$ cat config.mk
export PLATFORM = sky130hd
export DESIGN_NAME = output_buffer_ctrl
export DESIGN_NICKNAME = d
export VERILOG_FILES = /design/src/rtl/output_buffer_pkg.sv /design/src/rtl/therm_count_encoder.sv /design/src/rtl/output_buffer_ctrl.sv
export SDC_FILE = /design/constraint.sdc
export NUM_CORES = 1
export LEC_CHECK = 0
export CORE_UTILIZATION = 50
export DETAILED_ROUTE_END_ITERATION = 7
export PLACE_DENSITY = 0.8
export SKIP_LAST_GASP = 1
export SLEW_MARGIN = 20
export SYNTH_ARGS = -nofsm -noshare
export SYNTH_HDL_FRONTEND = slang
export SYNTH_SLANG_ARGS = --single-unit
$ cat constraint.sdc
create_clock -name clk_i -period 4.3 [get_ports clk_i]
set_input_delay 0.645 -clock clk_i [delete_from_list [all_inputs] [get_ports clk_i]]
set_output_delay 0.645 -clock clk_i [all_outputs]
set_load 0.03 [all_outputs]
$ cat src/rtl/output_buffer_pkg.sv
// Shared types and default sizing for the output buffer sequencer.
package output_buffer_pkg;

  localparam int unsigned NUM_COL_DEF = 8;
  localparam int unsigned THERM_W_DEF = 8;
  localparam int unsigned CNT_W_DEF   = 4;

  typedef enum logic [1:0] {
    S_IDLE   = 2'd0,
    S_ENCODE = 2'd1,
    S_VALID  = 2'd2
  } state_e;

  // Width of the frame total: per-column count plus headroom for NUM_COL additions.
  function automatic int unsigned sum_width(input int unsigned num_col, input int unsigned cnt_w);
    return cnt_w + $clog2(num_col);
  endfunction

endpackage

$ cat src/rtl/therm_count_encoder.sv
// Combinational thermometer-to-count encoder; legal codes are MSB-first contiguous ones.
// Invalid flag is only produced when OUTPUT_BUFFER_CTRL_ERR_EN is defined.
module therm_count_encoder #(
  parameter int unsigned THERM_W = 8,
  parameter int unsigned CNT_W   = 4
) (
  input  logic [THERM_W-1:0] therm_i,
  output logic [CNT_W-1:0]   count_o,
  output logic               invalid_o
);

  logic [THERM_W-1:0] all_ones;
  logic [THERM_W-1:0] mask;
  logic               legal;

  assign all_ones = '1;

  // Match against every legal pattern; anything unmatched falls through to count 0.
  always_comb begin
    count_o = '0;
    legal   = 1'b0;
    mask    = '0;
    for (int k = 0; k <= int'(THERM_W); k++) begin
      mask = ~(all_ones >> k);
      if (therm_i == mask) begin
        count_o = CNT_W'(k);
        legal   = 1'b1;
      end
    end
  end

`ifdef OUTPUT_BUFFER_CTRL_ERR_EN
  assign invalid_o = ~legal;
`else
  assign invalid_o = 1'b0;
`endif

endmodule

$ cat src/rtl/output_buffer_ctrl.sv
// Output buffer sequencer: snapshots all column codes, encodes one column per cycle
// through a shared encoder, then offers counts and total on valid/ready.
// Error reporting enabled by defining OUTPUT_BUFFER_CTRL_ERR_EN.
module output_buffer_ctrl
  import output_buffer_pkg::*;
#(
  parameter int unsigned NUM_COL = NUM_COL_DEF,
  parameter int unsigned THERM_W = THERM_W_DEF,
  parameter int unsigned CNT_W   = CNT_W_DEF
) (
  input  logic                       clk_i,
  input  logic                       rst_i,
  input  logic                       start_i,
  input  logic [NUM_COL*THERM_W-1:0] therm_i,
  output logic                       busy_o,
  output logic                       valid_o,
  input  logic                       ready_i,
  output logic [NUM_COL*CNT_W-1:0]   data_o,
  output logic [sum_width(NUM_COL, CNT_W)-1:0] sum_o,
  output logic                       err_o
);

  localparam int unsigned SUM_W = sum_width(NUM_COL, CNT_W);
  localparam int unsigned IDX_W = $clog2(NUM_COL);

  state_e                     state_q, state_d;
  logic [IDX_W-1:0]           col_idx_q, col_idx_d;
  logic [NUM_COL*THERM_W-1:0] snap_q, snap_d;
  logic [NUM_COL*CNT_W-1:0]   data_q, data_d;
  logic [SUM_W-1:0]           sum_q, sum_d;
  logic                       err_q, err_d;
  logic                       busy_q, busy_d;
  logic                       valid_q, valid_d;

  logic [THERM_W-1:0]         enc_therm;
  logic [CNT_W-1:0]           enc_count;
  logic                       enc_invalid;

  assign enc_therm = snap_q[col_idx_q*THERM_W +: THERM_W];

  therm_count_encoder #(
    .THERM_W (THERM_W),
    .CNT_W   (CNT_W)
  ) u_enc (
    .therm_i   (enc_therm),
    .count_o   (enc_count),
    .invalid_o (enc_invalid)
  );

  always_ff @(posedge clk_i) begin
    if (rst_i) begin
      state_q   <= S_IDLE;
      col_idx_q <= '0;
      snap_q    <= '0;
      data_q    <= '0;
      sum_q     <= '0;
      err_q     <= 1'b0;
      busy_q    <= 1'b0;
      valid_q   <= 1'b0;
    end else begin
      state_q   <= state_d;
      col_idx_q <= col_idx_d;
      snap_q    <= snap_d;
      data_q    <= data_d;
      sum_q     <= sum_d;
      err_q     <= err_d;
      busy_q    <= busy_d;
      valid_q   <= valid_d;
    end
  end

  always_comb begin
    state_d   = state_q;
    col_idx_d = col_idx_q;
    snap_d    = snap_q;
    data_d    = data_q;
    sum_d     = sum_q;
    err_d     = err_q;

    unique case (state_q)
      S_IDLE: begin
        if (start_i) begin
          snap_d    = therm_i;
          data_d    = '0;
          sum_d     = '0;
          err_d     = 1'b0;
          col_idx_d = '0;
          state_d   = S_ENCODE;
        end
      end
      S_ENCODE: begin
        data_d[col_idx_q*CNT_W +: CNT_W] = enc_count;
        sum_d = sum_q + SUM_W'(enc_count);
        err_d = err_q | enc_invalid;
        if (col_idx_q == IDX_W'(NUM_COL - 1)) begin
          state_d = S_VALID;
        end else begin
          col_idx_d = col_idx_q + IDX_W'(1);
        end
      end
      S_VALID: begin
        if (ready_i) begin
          state_d = S_IDLE;
        end
      end
      default: state_d = S_IDLE;
    endcase

    // Status flags are registered from the next state so they align with it.
    busy_d  = (state_d != S_IDLE);
    valid_d = (state_d == S_VALID);
  end

  assign busy_o  = busy_q;
  assign valid_o = valid_q;
  assign data_o  = data_q;
  assign sum_o   = sum_q;
  assign err_o   = err_q;

endmodule

* Yosys cells after proc, flatten, opt, wreduce, memory -nomap -nowiden *
Cells that the tools add are included.

cells by class
  shift operators = 3
  $lt $le $gt $ge = 0
  mux-type cells = 20
  bitwise logic cells = 0
  eq/ne operators = 14
  $mul = 0
  add/sub/neg operators = 3
  reductions and logical operators = 6
  divide/modulo/power cells = 0

operators with widths
  kind                     number
  $eq 8x8->1 const B       8
  $pmux 32 s2              1
  $shiftx 64x7->8          1
  $neg 5->34               1
  $shift 4x34->32 const A  1
  $shiftx 4x34->32         1
  $bwmux 32                1
  $mux 32                  1
  $mux 4                   7
  $pmux 7 s2               1
  $add 7x4->7              1
  $mux 7                   1
  $mux 2                   3
  $mux 3                   2
  $pmux 2 s3               1
  $pmux 3 s2               1
  $eq 2x2->1 const B       2
  $ne 2x2->1 const B       2
  $reduce_and 2->1         2
  $reduce_bool 2->1        2
  $add 3x1->3 const B      1
  $eq 3x3->1 const B       1
  $reduce_and 3->1         1
  $eq 2x1->1 const B       1
  other kinds (2)          2

storage, ports and cells
  output and inout port bits = 42
  memories kept = 0
  bits in read-only memories = 0
  bits in writable memories = 0
  register bits after elaboration = 110
  latch bits = 0

* Longest topological paths before layout *
  depth in word-level cells = 13
  depth in mapped cells = 15
  gate-level depth less buffers = 13

* Hierarchy *
Synthesis repeated with hierarchy kept, for this count alone.

second synthesis, totals
  cells, all modules = 562
  area, all modules = 4868.4 sq um

by module, submodules not included
  module               cells each  times used  area an instance (sq um)
  output_buffer_ctrl   544         1           4748.3
  therm_count_encoder  18          1           120.1

* Worst setup path after synthesis *
No wires, ideal clock.

  path type = register to register
  from = register col_idx_q[0]
  to = register sum_q[6] (netlist: sum_o[6])
  cell stages (with the launch flop) = 14
  arrival time = 3040 ps
  setup time = 132 ps
  setup slack = 1127 ps
  path buffers = 1
  data required time = 4168 ps
  path through = dfxtp_1 -> buf_6 -> mux4_1 -> mux2_2 -> nor2b_1 -> nand3_2 -> o32a_4 -> inv_1 -> ha_1 -> fa_1 -> a21o_1 -> a21oi_1 -> or3_1 -> a21oi_1

between the ends
  word-level cells in the longest chain between the ends = 12
  elaborated cells on any way between the ends = 19
  those cells by class = add/sub: 1; eq/ne: 8; shift: 1; mux: 9

RTL lines
  what                    RTL line                   text
  from (decl)             output_buffer_ctrl.sv:27   logic [IDX_W-1:0] col_idx_q, col_idx_d;
  from (signal assigned)  output_buffer_ctrl.sv:62   col_idx_q <= col_idx_d;
  $shiftx 64x7->8 *       output_buffer_ctrl.sv:39   assign enc_therm = snap_q[col_idx_q*THERM_W +: THERM_W];
  $eq 8x8->1              therm_count_encoder.sv:25  if (therm_i == mask) begin
  $mux 1                  therm_count_encoder.sv:25
  $mux 4 (6 in a row)     therm_count_encoder.sv:25
  $mux 4 *                therm_count_encoder.sv:25
  $add 7x4->7 *           output_buffer_ctrl.sv:93   sum_d = sum_q + SUM_W'(enc_count);
  $pmux 7 s2 *            output_buffer_ctrl.sv:80   unique case (state_q)
  to (signal assigned)    output_buffer_ctrl.sv:65   sum_q <= sum_d;
  to (decl)               output_buffer_ctrl.sv:30   logic [SUM_W-1:0] sum_q, sum_d;

Mark *: on every way between the ends. The rest lies on a longest branch, timed or not.
A chain may end at the register's enable or synchronous reset.

* Worst setup path in the final report *
  from = register col_idx_q[0]
  to = register sum_q[5] (netlist: sum_o[5])

Same word-level chain as after synthesis.

==> metrics.txt <==
status finished, final reports clean; R2R Path Start col_idx_q[0]; die area between 0.01 and 0.015 sq mm; Area growth, synth to finish 27.14%; Fin. Hold Viols 0; Final ANT Viol Nets 0; Fin Clk Skew about 15 ps; Critical Path Sink Type register; Critical Path RT 4620 ps; root buf cell clkbuf_8; vias per cell between 5 and 6; Period Utilization, post-route between 80% and 90%; Tmin final 3649 ps; hold path depth 2; number of gates resized after CTS 0; CTS tree yes; HPWL after DPL slightly below 9 mm; Slew Limit Fails 0; Seq cells post-synth 110; Crit path largest cell delay 680 ps; hold endpoint snap_q[9]; vias in the first global route slightly above 4000; Final Hold Slack between 400 and 500 ps; RSZ-0062 raised after global routing false; Final Net Count around 720; post-synthesis sequential area ratio a little under half; routed len/inst around 15 microns; HP Class reg -> reg; core area 0.009284 sq mm; First DRT Iteration DRCs roughly 180; Least-Margin Pin Slew just over 800 ps; Buffers on Ports between 100 and 150; Yosys cell types 48; WL final 11.47 mm; share of layout cells above drive strength 1 just under 7%; Setup CP Type reg -> reg; Post-synth EDFFs 0; slew margin rel. between 40% and 50%; worst reg2reg path endpoint sum_o[5]; TritonCTS buffer count 9; Max VDD drop between 150 and 200 uV; largest net degree at the start of global routing 65; CP max-delay cell mux4_1; yosys warns 0; max cap viols 0; initial antenna violation count 0; ys flop type dfxtp_1; ys async rst share 0%; Pleak 2.288 nW; router iterations before antenna repair 4; Max Fclk 0.2740 GHz; io pins 110; # diodes 0; H-Tree Depth 3; Critical Path, Cell by Cell mux4_1 > mux2i_1 > and2_1 > nand2_1 > a21o_1 > inv_1 > ha_1 > a21o_1 > a21oi_1 > nor2b_1 > o211ai_1 > mux2_2 > nor2_1; Starting Density 52.05%; Finish-stage setup viols 0; Avg Inst Size Synth 8.660 sq um; r2r setup slk between 600 and 700 ps; Post-CTS Setup Bufs 0; CTS max path bufs 2; TNS Setup 0 ps; Sink Count 110; Synth Instances about 560; post-synth top area share between 40% and 50%; Mapped Area around 0.0048 sq mm; hold_sp snap_q[9]; # DRC 0; die extent in x 100.3 microns; Cell Rows 35; die height 100.3 microns; Top cell by count, worst path a21o_1; Worst-Skew Late Latency 380 ps; CP startpoint kind register; worst reg2reg path depth 13; Synth area leaders dfxtp_1, nand2_1, a21oi_1, mux4_1, mux2i_1; leading area contributor after synthesis dfxtp_1; CP max FO 10; GRT Overall Usage between 20% and 30%; Synth Net Count 635; Final GP Congestion 0.9004; Arrival @ worst endpoint just under 4000 ps; total grt overflow 0; CTS Hold Bufs 0; Vias approximately 4200; first-pass GRT wire length 18.88 mm; PnR Total Power slightly below 2 mW; clock slew at the register clock pins of the worst setup and hold paths approximately 100 ps; pwr dens between 300 and 400 mW/mm^2
==> area by class of cell <==
type | instances | area, sq um
flip-flops and latches | 110 | 2202
clock inverters | 7 | 80.08
fillers | 796 | 3141
well taps | 129 | 161.4
clock buffers | 9 | 123.9
repair buffers | 116 | 1136
multi-input cells | 403 | 2414
inverters | 7 | 26.28
==> placed cells by master (no fill, tap or decap), types with 2 or more instances in the layout <==
master           Yosys  routed
nand2_1            157     156
dfxtp_1            110     110
clkdlybuf4s50_1      0     107
a21oi_1             75      75
nor2_1              25      25
nand3_1             20      20
o21ai_0             16      16
mux2i_1             14      14
a22o_1              11      11
clkbuf_8             0       9
mux4_1               8       8
ha_1                 8       8
buf_4                1       8
inv_1                6       6
nor2b_1              6       6
nor3_1               6       6
mux4_2               5       5
o31ai_1              4       4
a22oi_1              4       4
nand4_1              3       3
mux2_2               3       3
a21o_1               3       3
nand2b_1             3       3
nor4_1               3       3
or2_2                3       3
o211ai_1             3       3
and2_1               3       2
xnor2_1              2       2
a31o_2               2       2
or3_1                2       2
clkinv_2             0       2
inv_8                0       2
==> metrics by stage <==
step	cells	worst slack, ps	area (sq um)	util (%)
detailed placement	765	699.1	5939	63.98
floorplan	558	1127	4832	-
finish	781	650.6	6143	66.17
global route	781	365.2	6143	66.17
global placement	765	794.7	5939	63.98
CTS	781	662.4	6143	66.17
==> cells in the mapped netlist, types with 4 or more instances <==
cell / count
nand2_1: 157
dfxtp_1: 110
a21oi_1: 75
clkbuf_1: 29
nor2_1: 25
nand3_1: 20
o21ai_0: 16
mux2i_1: 14
a22o_1: 11
ha_1: 8
mux4_1: 8
inv_1: 6
nor2b_1: 6
nor3_1: 6
mux4_2: 5
a22oi_1: 4
buf_6: 4
o31ai_1: 4
==> critical path, delay by kind of cell (launching register included) <==
| kind | cells | cell delay [ps] |
|---|---|---|
| AO/OA/AOI/OAI | 4 | 820 |
| adder cells (fa/ha/maj) | 1 | 230 |
| buffers and inverters | 1 | 130 |
| flip-flops | 1 | 650 |
| multiplexers | 3 | 1280 |
| AND/OR/NAND/NOR | 4 | 470 |
==> logic make-up after synthesis <==
logic type,Yosys count,share of synthesized area (%)
and+or+nand+nor,235,20.48
AOI/OAI and AO/OA,125,16.00
DFF,110,45.57
buffers and inverters,45,4.557
muxes,30,10.28
adders and majority gates,9,2.486
xor gates and xnor gates,3,0.5439
other,1,0.07761
==> registers in the layout, indices dropped and copies added, names as in the netlist <==
| register | flops |
|---|---|
| col_idx_q | 3 |
| data_o | 32 |
| sum_o | 7 |
| state_q | 2 |
| busy_o | 1 |
| snap_q | 64 |
| valid_o | 1 |
==> worst max-delay path by stage <==
| stage | to | startpoint | slack, ps |
|---|---|---|---|
| final | sum_o[5] | col_idx_q[0] | 650 |
| after global routing | sum_o[6] | col_idx_q[0] | 370 |
| after CTS | sum_o[5] | col_idx_q[0] | 660 |
| after detailed placement | sum_o[5] | col_idx_q[0] | 700 |
| after global placement | sum_o[5] | col_idx_q[0] | 790 |
| after floorplan | sum_o[6] | col_idx_q[0] | 1130 |
==> per-layer routing <==
layer / up-vias / wire, microns / track usage, %
met1: 1970 / 5134 / 30.08
met4: 0 / 344 / 13.38
met3: 28 / 458 / 3.343
li1: 2109 / - / -
met5: - / 0 / 0
met2: 129 / 5534 / 39.88
==> report_power, final <==
part           internal, mW  switching [mW]  leakage, nW
Clock                 0.279           0.362        0.107
Sequential             1.05          0.0265        0.896
Combinational         0.117           0.126         1.28
Total                  1.45           0.514         2.29
Note: power is estimated with default switching activity, not from simulation.
